## src/rtl/cp0_exc_ctrl.sv

```systemverilog
// CP0 exception/interrupt controller: trap/irq entry with pipeline drain, nested
// {STATUS,EPC} save stack, eret unwind. Optional timer under `CP0_TIMER_EN`.
module cp0_exc_ctrl #(
  parameter int          NUM_IRQ    = 4,
  parameter int          NEST_DEPTH = 2,
  parameter logic [31:0] VEC_ADDR   = 32'h00400004
) (
  input  logic               clk,
  input  logic               rst_n,
  input  logic               instr_valid,
  input  logic [31:0]        pc_cur,
  input  logic               exc_req,
  input  logic [4:0]         exc_cause,
  input  logic               eret,
  input  logic               mtc0,
  input  logic [4:0]         cp0_addr,
  input  logic [31:0]        cp0_wdata,
  input  logic [NUM_IRQ-1:0] irq,
  input  logic               pipe_idle,
  output logic [31:0]        cp0_rdata,
  output logic               stall,
  output logic               flush,
  output logic               redirect_valid,
  output logic [31:0]        redirect_pc,
  output logic [31:0]        status_out,
  output logic [31:0]        cause_out,
  output logic [31:0]        epc_out
);
`ifdef CP0_TIMER_EN
  localparam int NI = NUM_IRQ + 1;
`else
  localparam int NI = NUM_IRQ;
`endif
  localparam int SW = 4 + NI;
  localparam int CW = $clog2(NEST_DEPTH + 1);
  localparam int IW = (NEST_DEPTH > 1) ? $clog2(NEST_DEPTH) : 1;
  localparam logic [CW-1:0] FULL = CW'(NEST_DEPTH);

  localparam logic [1:0] IDLE   = 2'd0;
  localparam logic [1:0] DRAIN  = 2'd1;
  localparam logic [1:0] ENTER  = 2'd2;
  localparam logic [1:0] RETURN = 2'd3;

  logic [1:0]    state;
  logic [SW-1:0] status_q;
  logic [31:0]   epc_q, pc_lat;
  logic [4:0]    code_q, code_lat;
  logic          ovf, unf;
  logic [CW-1:0] cnt;
  logic [SW-1:0] stk_status [NEST_DEPTH];
  logic [31:0]   stk_epc    [NEST_DEPTH];
  logic [NI-1:0] pend;
  logic          trap_en, trap_ok, irq_ok, full, idle, take, blocked, do_eret, do_mtc0;
  logic [IW-1:0] push_idx, pop_idx;

`ifdef CP0_TIMER_EN
  logic [31:0] count_q, compare_q;
  logic        tpend;
  assign pend = {tpend, irq};
`else
  assign pend = irq;
`endif

  // Codes without a dedicated mask bit (e.g. overflow) are never maskable.
  always_comb begin
    trap_en = 1'b1;
    case (exc_cause)
      5'd8:    trap_en = status_q[1];
      5'd9:    trap_en = status_q[2];
      5'd13:   trap_en = status_q[3];
      default: trap_en = 1'b1;
    endcase
  end

  assign idle     = (state == IDLE);
  assign full     = (cnt == FULL);
  assign trap_ok  = instr_valid & exc_req & status_q[0] & trap_en;
  assign irq_ok   = instr_valid & status_q[0] & (|(pend & status_q[4 +: NI]));
  assign take     = idle & (trap_ok | irq_ok) & ~full;
  assign blocked  = idle & (trap_ok | irq_ok) & full;
  assign do_eret  = idle & instr_valid & eret & ~take;
  assign do_mtc0  = idle & instr_valid & mtc0 & ~take;
  assign push_idx = IW'(cnt);
  assign pop_idx  = IW'(cnt - CW'(1));

  assign flush          = take | do_eret;
  assign stall          = take | (state == DRAIN);
  assign redirect_valid = (state == ENTER) | (state == RETURN);
  assign redirect_pc    = (state == ENTER) ? VEC_ADDR : (state == RETURN) ? epc_q : 32'd0;
  assign status_out     = 32'(status_q);
  assign epc_out        = epc_q;

  always_comb begin
    cause_out          = '0;
    cause_out[31]      = ovf;
    cause_out[30]      = unf;
    cause_out[8 +: NI] = pend;
    cause_out[6:2]     = code_q;
  end

  always_comb begin
    cp0_rdata = '0;
    case (cp0_addr)
      5'd12: cp0_rdata = status_out;
      5'd13: cp0_rdata = cause_out;
      5'd14: cp0_rdata = epc_q;
`ifdef CP0_TIMER_EN
      5'd9:  cp0_rdata = count_q;
      5'd11: cp0_rdata = compare_q;
`endif
      default: cp0_rdata = '0;
    endcase
  end

  always_ff @(posedge clk or negedge rst_n) begin
    if (!rst_n) begin
      state    <= IDLE;
      status_q <= '0;
      epc_q    <= '0;
      pc_lat   <= '0;
      code_q   <= '0;
      code_lat <= '0;
      ovf      <= 1'b0;
      unf      <= 1'b0;
      cnt      <= '0;
    end else begin
      case (state)
        IDLE: begin
          if (do_mtc0) begin
            case (cp0_addr)
              5'd12: status_q <= cp0_wdata[SW-1:0];
              5'd13: begin ovf <= cp0_wdata[31]; unf <= cp0_wdata[30]; end
              5'd14: epc_q <= cp0_wdata;
              default: ;
            endcase
          end
          if (blocked) ovf <= 1'b1;
          if (take) begin
            pc_lat   <= pc_cur;
            code_lat <= trap_ok ? exc_cause : 5'd0;
            state    <= DRAIN;
          end else if (do_eret) begin
            state <= RETURN;
          end
        end
        DRAIN: if (pipe_idle) state <= ENTER;
        ENTER: begin
          epc_q       <= pc_lat;
          code_q      <= code_lat;
          status_q[0] <= 1'b0;
          cnt         <= cnt + CW'(1);
          state       <= IDLE;
        end
        RETURN: begin
          if (cnt != '0) begin
            status_q <= stk_status[pop_idx];
            epc_q    <= stk_epc[pop_idx];
            cnt      <= cnt - CW'(1);
          end else begin
            unf <= 1'b1;
          end
          state <= IDLE;
        end
        default: state <= IDLE;
      endcase
    end
  end

  always_ff @(posedge clk or negedge rst_n) begin
    if (!rst_n) begin
      for (int i = 0; i < NEST_DEPTH; i++) begin
        stk_status[i] <= '0;
        stk_epc[i]    <= '0;
      end
    end else if (state == ENTER) begin
      stk_status[push_idx] <= status_q;
      stk_epc[push_idx]    <= epc_q;
    end
  end

`ifdef CP0_TIMER_EN
  // Compare write clears pending and wins over a same-cycle match.
  always_ff @(posedge clk or negedge rst_n) begin
    if (!rst_n) begin
      count_q   <= '0;
      compare_q <= '0;
      tpend     <= 1'b0;
    end else begin
      count_q <= (do_mtc0 && cp0_addr == 5'd9) ? cp0_wdata : count_q + 32'd1;
      if (do_mtc0 && cp0_addr == 5'd11) begin
        compare_q <= cp0_wdata;
        tpend     <= 1'b0;
      end else if (count_q == compare_q) begin
        tpend <= 1'b1;
      end
    end
  end
`endif
endmodule

```

## config.mk

```make
export PLATFORM = sky130hd
export DESIGN_NAME = cp0_exc_ctrl
export DESIGN_NICKNAME = d
export VERILOG_FILES = /design/src/rtl/cp0_exc_ctrl.sv
export SDC_FILE = /design/constraint.sdc
export NUM_CORES = 1
export LEC_CHECK = 0
export BUFFER_PORTS_ARGS = -buffer_cell sky130_fd_sc_hd__buf_2
export CAP_MARGIN = 20
export CORE_AREA = 2 2 146 148
export CTS_CLUSTER_SIZE = 16
export DETAILED_ROUTE_END_ITERATION = 16
export DIE_AREA = 0 0 148 150
export MAX_ROUTING_LAYER = met4
export PLACE_DENSITY = 0.81
export RECOVER_POWER = 50
export SYNTH_ARGS = -nofsm -noshare
export SYNTH_HDL_FRONTEND = slang
export SYNTH_SLANG_ARGS = --single-unit
```

## constraint.sdc

```tcl
create_clock -name clk -period 2.5 [get_ports clk]
set_input_delay 0.5 -clock clk [delete_from_list [all_inputs] [get_ports clk]]
set_output_delay 0.5 -clock clk [all_outputs]
set_load 0.01 [all_outputs]
```

==> impl_metrics.ini <==
[yosys]
synth_seq_cells = 168
synth_cells = 969
mappedNetlistArea_mm2 = 0.00992
complex_gate_fraction_of_the_synthesized_area = 0.170
synth_flop_cell = sky130_fd_sc_hd__dfrtp_1
post_synth_num_cell_types = 55
ys_warn_count = 0
main_combinational_cell_family_by_area_after_synthesis = compound AO/OA/AOI/OAI gates
synth_xor_area_frac = 0.000883
synth.yosys.seq_area_share = 0.424
synth_enable_flop_cells = 0
syn_area_per_cell_um2 = 10.2
post_synth_fa_ha_maj_area_fraction = 0.00252
synthArstFlopShare = 1.00
post_synth_and_or_nand_nor_area_fraction = 0.154
fraction_of_synthesized_area_in_multiplexers = 0.167

[sta]
finClkSkew_ps = 8.68
tightestPinTransition_ps = 1630
grt_setup_unrepaired = yes
setup_viol = 0
slew_viol_final = 64
max_freq_ghz = 0.410
timing.max_slew.rel_slack = -0.0891
final_hold_viol_count = 0
timing.final.crit_share = 0.976
postLayoutSetupSlackWorst_ps = 60.9
period_minus_slack_ps = 2440

[floorplanning]
placement_rows = 53
fp.dieArea_mm2 = 0.0222
start_util = 0.480
dieHeight_um = 150
io-pin-count = 248
core_region_area_mm2 = 0.0207
die_w_um = 148

[placement]
dp_hpwl_mm = 19.3
dp_slack_ps = 52.0
dpl_cell_area_mm2 = 0.0112
buffer_ports.inserted = 202
gp_congestion = 0.847

[worst_setup_path]
crit_path_launch = status_q[4]
arrival_ps = 1940
start_kind = register
number_of_cells_on_the_worst_reg_to_reg_path = 8
cp-end-kind = output port
required_time_reported_for_the_critical_path_endpoint_ps = 2000
startpoint_of_the_lowest_slack_register_to_register_path = status_q[4]
worst-path-max-fanout = 6
path_class = register to output port

[outcome]
run_status = finished with violations
failed_checks = capacitance limit, slew limit

[clocking]
clk-insertion-delay-late_ps = 440
clock_tree_from_tritoncts = done
root_buffer = sky130_fd_sc_hd__clkbuf_16
htreeDepth = 4
cts_buffers = 17
clkTransAtPathRegs_ps = 70
clock-sinks = 168
cts-root-to-sink-buffers = 2
ctsHoldBuffers = 0

[cells_and_area]
fin_nets = 1232
fill_cells = 1736
area.growth.synth_to_final_pct = 19.0
final_design_area_no_fill_mm2 = 0.0118
drive_gt1_frac = 0.362
final_common_cell = sky130_fd_sc_hd__buf_2
layout_common_cells = 193 x sky130_fd_sc_hd__buf_2, 161 x sky130_fd_sc_hd__dfrtp_1, 91 x sky130_fd_sc_hd__mux2_2

[power]
power.leakage_nw = 5.53
max-vdd-ir-drop_uv = 744
power.density_mw_per_mm2 = 1210

[worst_hold_path]
min-delay-path-class = input port to register
hold-path-cell-count = 2
hp-start = pc_cur[8]

[run]
max-cap-violations = 1

[routing]
detailroute.via_count = 8745
routed_via_density = 6.10
drcViolationCount = 0
first_pass_iters = 5
drt-initial-drc-count = 795
wirelength_mm = 29.9
detailed_route_wire_length_per_cell_um = 20.9
drtAntennaViolNets = 0

[global_routing]
grt_remaining_overflow = 0
grt_antenna_before_repair = 1
vias_in_the_first_global_route = 8456
grt_max_degree = 77
first_pass_grt_wire_length_mm = 46.4
total_track_usage = 0.278
## power breakdown
part           leakage (nW)  total (mW)  internal, mW  switching (mW)
Clock                 0.285        2.77          1.60            1.17
Sequential             2.10        5.16          3.98            1.18
Combinational          3.15        6.40          2.88            3.52
Total                  5.53        14.3          8.46            5.87
## worst max-delay path, cell delays in order, from the launching register on
cell and delay (ps):
sky130_fd_sc_hd__dfrtp_2 440, sky130_fd_sc_hd__a22o_1 250, sky130_fd_sc_hd__a221oi_2 170, sky130_fd_sc_hd__buf_4 190, sky130_fd_sc_hd__nor4_4 60, sky130_fd_sc_hd__nor2_2 150, sky130_fd_sc_hd__o21ai_1 80, sky130_fd_sc_hd__buf_2 150
## cell type report
cell class	count	area, µm²	area share
clock inverters	14	173	0.0146
repair buffers	251	1450	0.123
clock buffers	18	439	0.0372
well taps	275	344	0.0291
diodes	1	2.50	0.000212
inverters	12	45.0	0.00381
multi-input cells	695	5140	0.436
flip-flops and latches	168	4210	0.357
## synthesized netlist by cell type (all sizes together), types with 2 or more instances
master   count  share of area
a2111oi      3         0.0071
a211oi      66          0.050
a21o         5         0.0038
a21oi        4         0.0020
a22o        10         0.0088
and2        17          0.011
and3        31          0.020
buf         81          0.056
clkbuf      57          0.022
dfrtp      168           0.42
ha           2         0.0025
inv         12         0.0045
mux2       123           0.15
mux2i       17          0.017
nand2       56          0.021
nand2b       3         0.0019
nor2        38          0.014
nor2b       32          0.020
nor3        71          0.036
nor4         4         0.0032
nor4b        2         0.0018
o211ai      61          0.046
o21ai       21          0.011
o221ai       4         0.0035
o311ai      31          0.027
or2          2         0.0013
or3         33          0.021
## state kept, by name, indices dropped and copies added (netlist names)
register and cells:
cnt 2, code_q 5, epc_out 32, pc_lat 32
state 2, stk_status 16, ovf 1, unf 1
stk_epc 64, code_lat 5, status_q 8
## metal layers
| layer | track usage | routed length (µm) |
|---|---|---|
| met4 | 0.126 | 801 |
| met3 | 0.0442 | 2370 |
| met1 | 0.352 | 12200 |
| met5 | - | 0 |
| met2 | 0.441 | 14600 |
## metrics by stage
step / cells / hold WS (ps) / utilization / power [mW] / setup TNS [ps]
after global routing: 1434 / 290 / 0.571 / 15.2 / -73.2
after floorplan: 1013 / 204 / - / 9.33 / 0
after CTS: 1432 / 69.5 / 0.572 / 14.3 / -19.6
after detailed placement: 1399 / 468 / 0.542 / 11.4 / 0
final: 1434 / 295 / 0.571 / 14.3 / 0
after global placement: 1399 / 455 / 0.542 / 11.1 / 0
## timing repair
item,CTS,global route
gates resized for setup,2,9
endpoints found under the setup margin,2,3
pin swaps,4,3
endpoints found under the hold margin,0,0
setup buffers,1,1
gates cloned,0,0
## final timing paths
kind	endpoint	slack (ps)
setup / recovery	flush	60
hold / removal	pc_lat[8]	300
setup reg to reg	epc_out[19]	120
hold reg to reg	code_lat[3]	480
max in group asynchronous	state[0]	480
min in group asynchronous	stk_epc[40]	460
## kinds of logic after synthesis
group | Yosys count
compound gates | 214
xor+xnor | 1
fa+ha+maj | 2
buf+inv | 150
flops | 168
mux | 140
other cells | 1
simple gates | 293
Note: power is estimated with default switching activity, not from simulation.
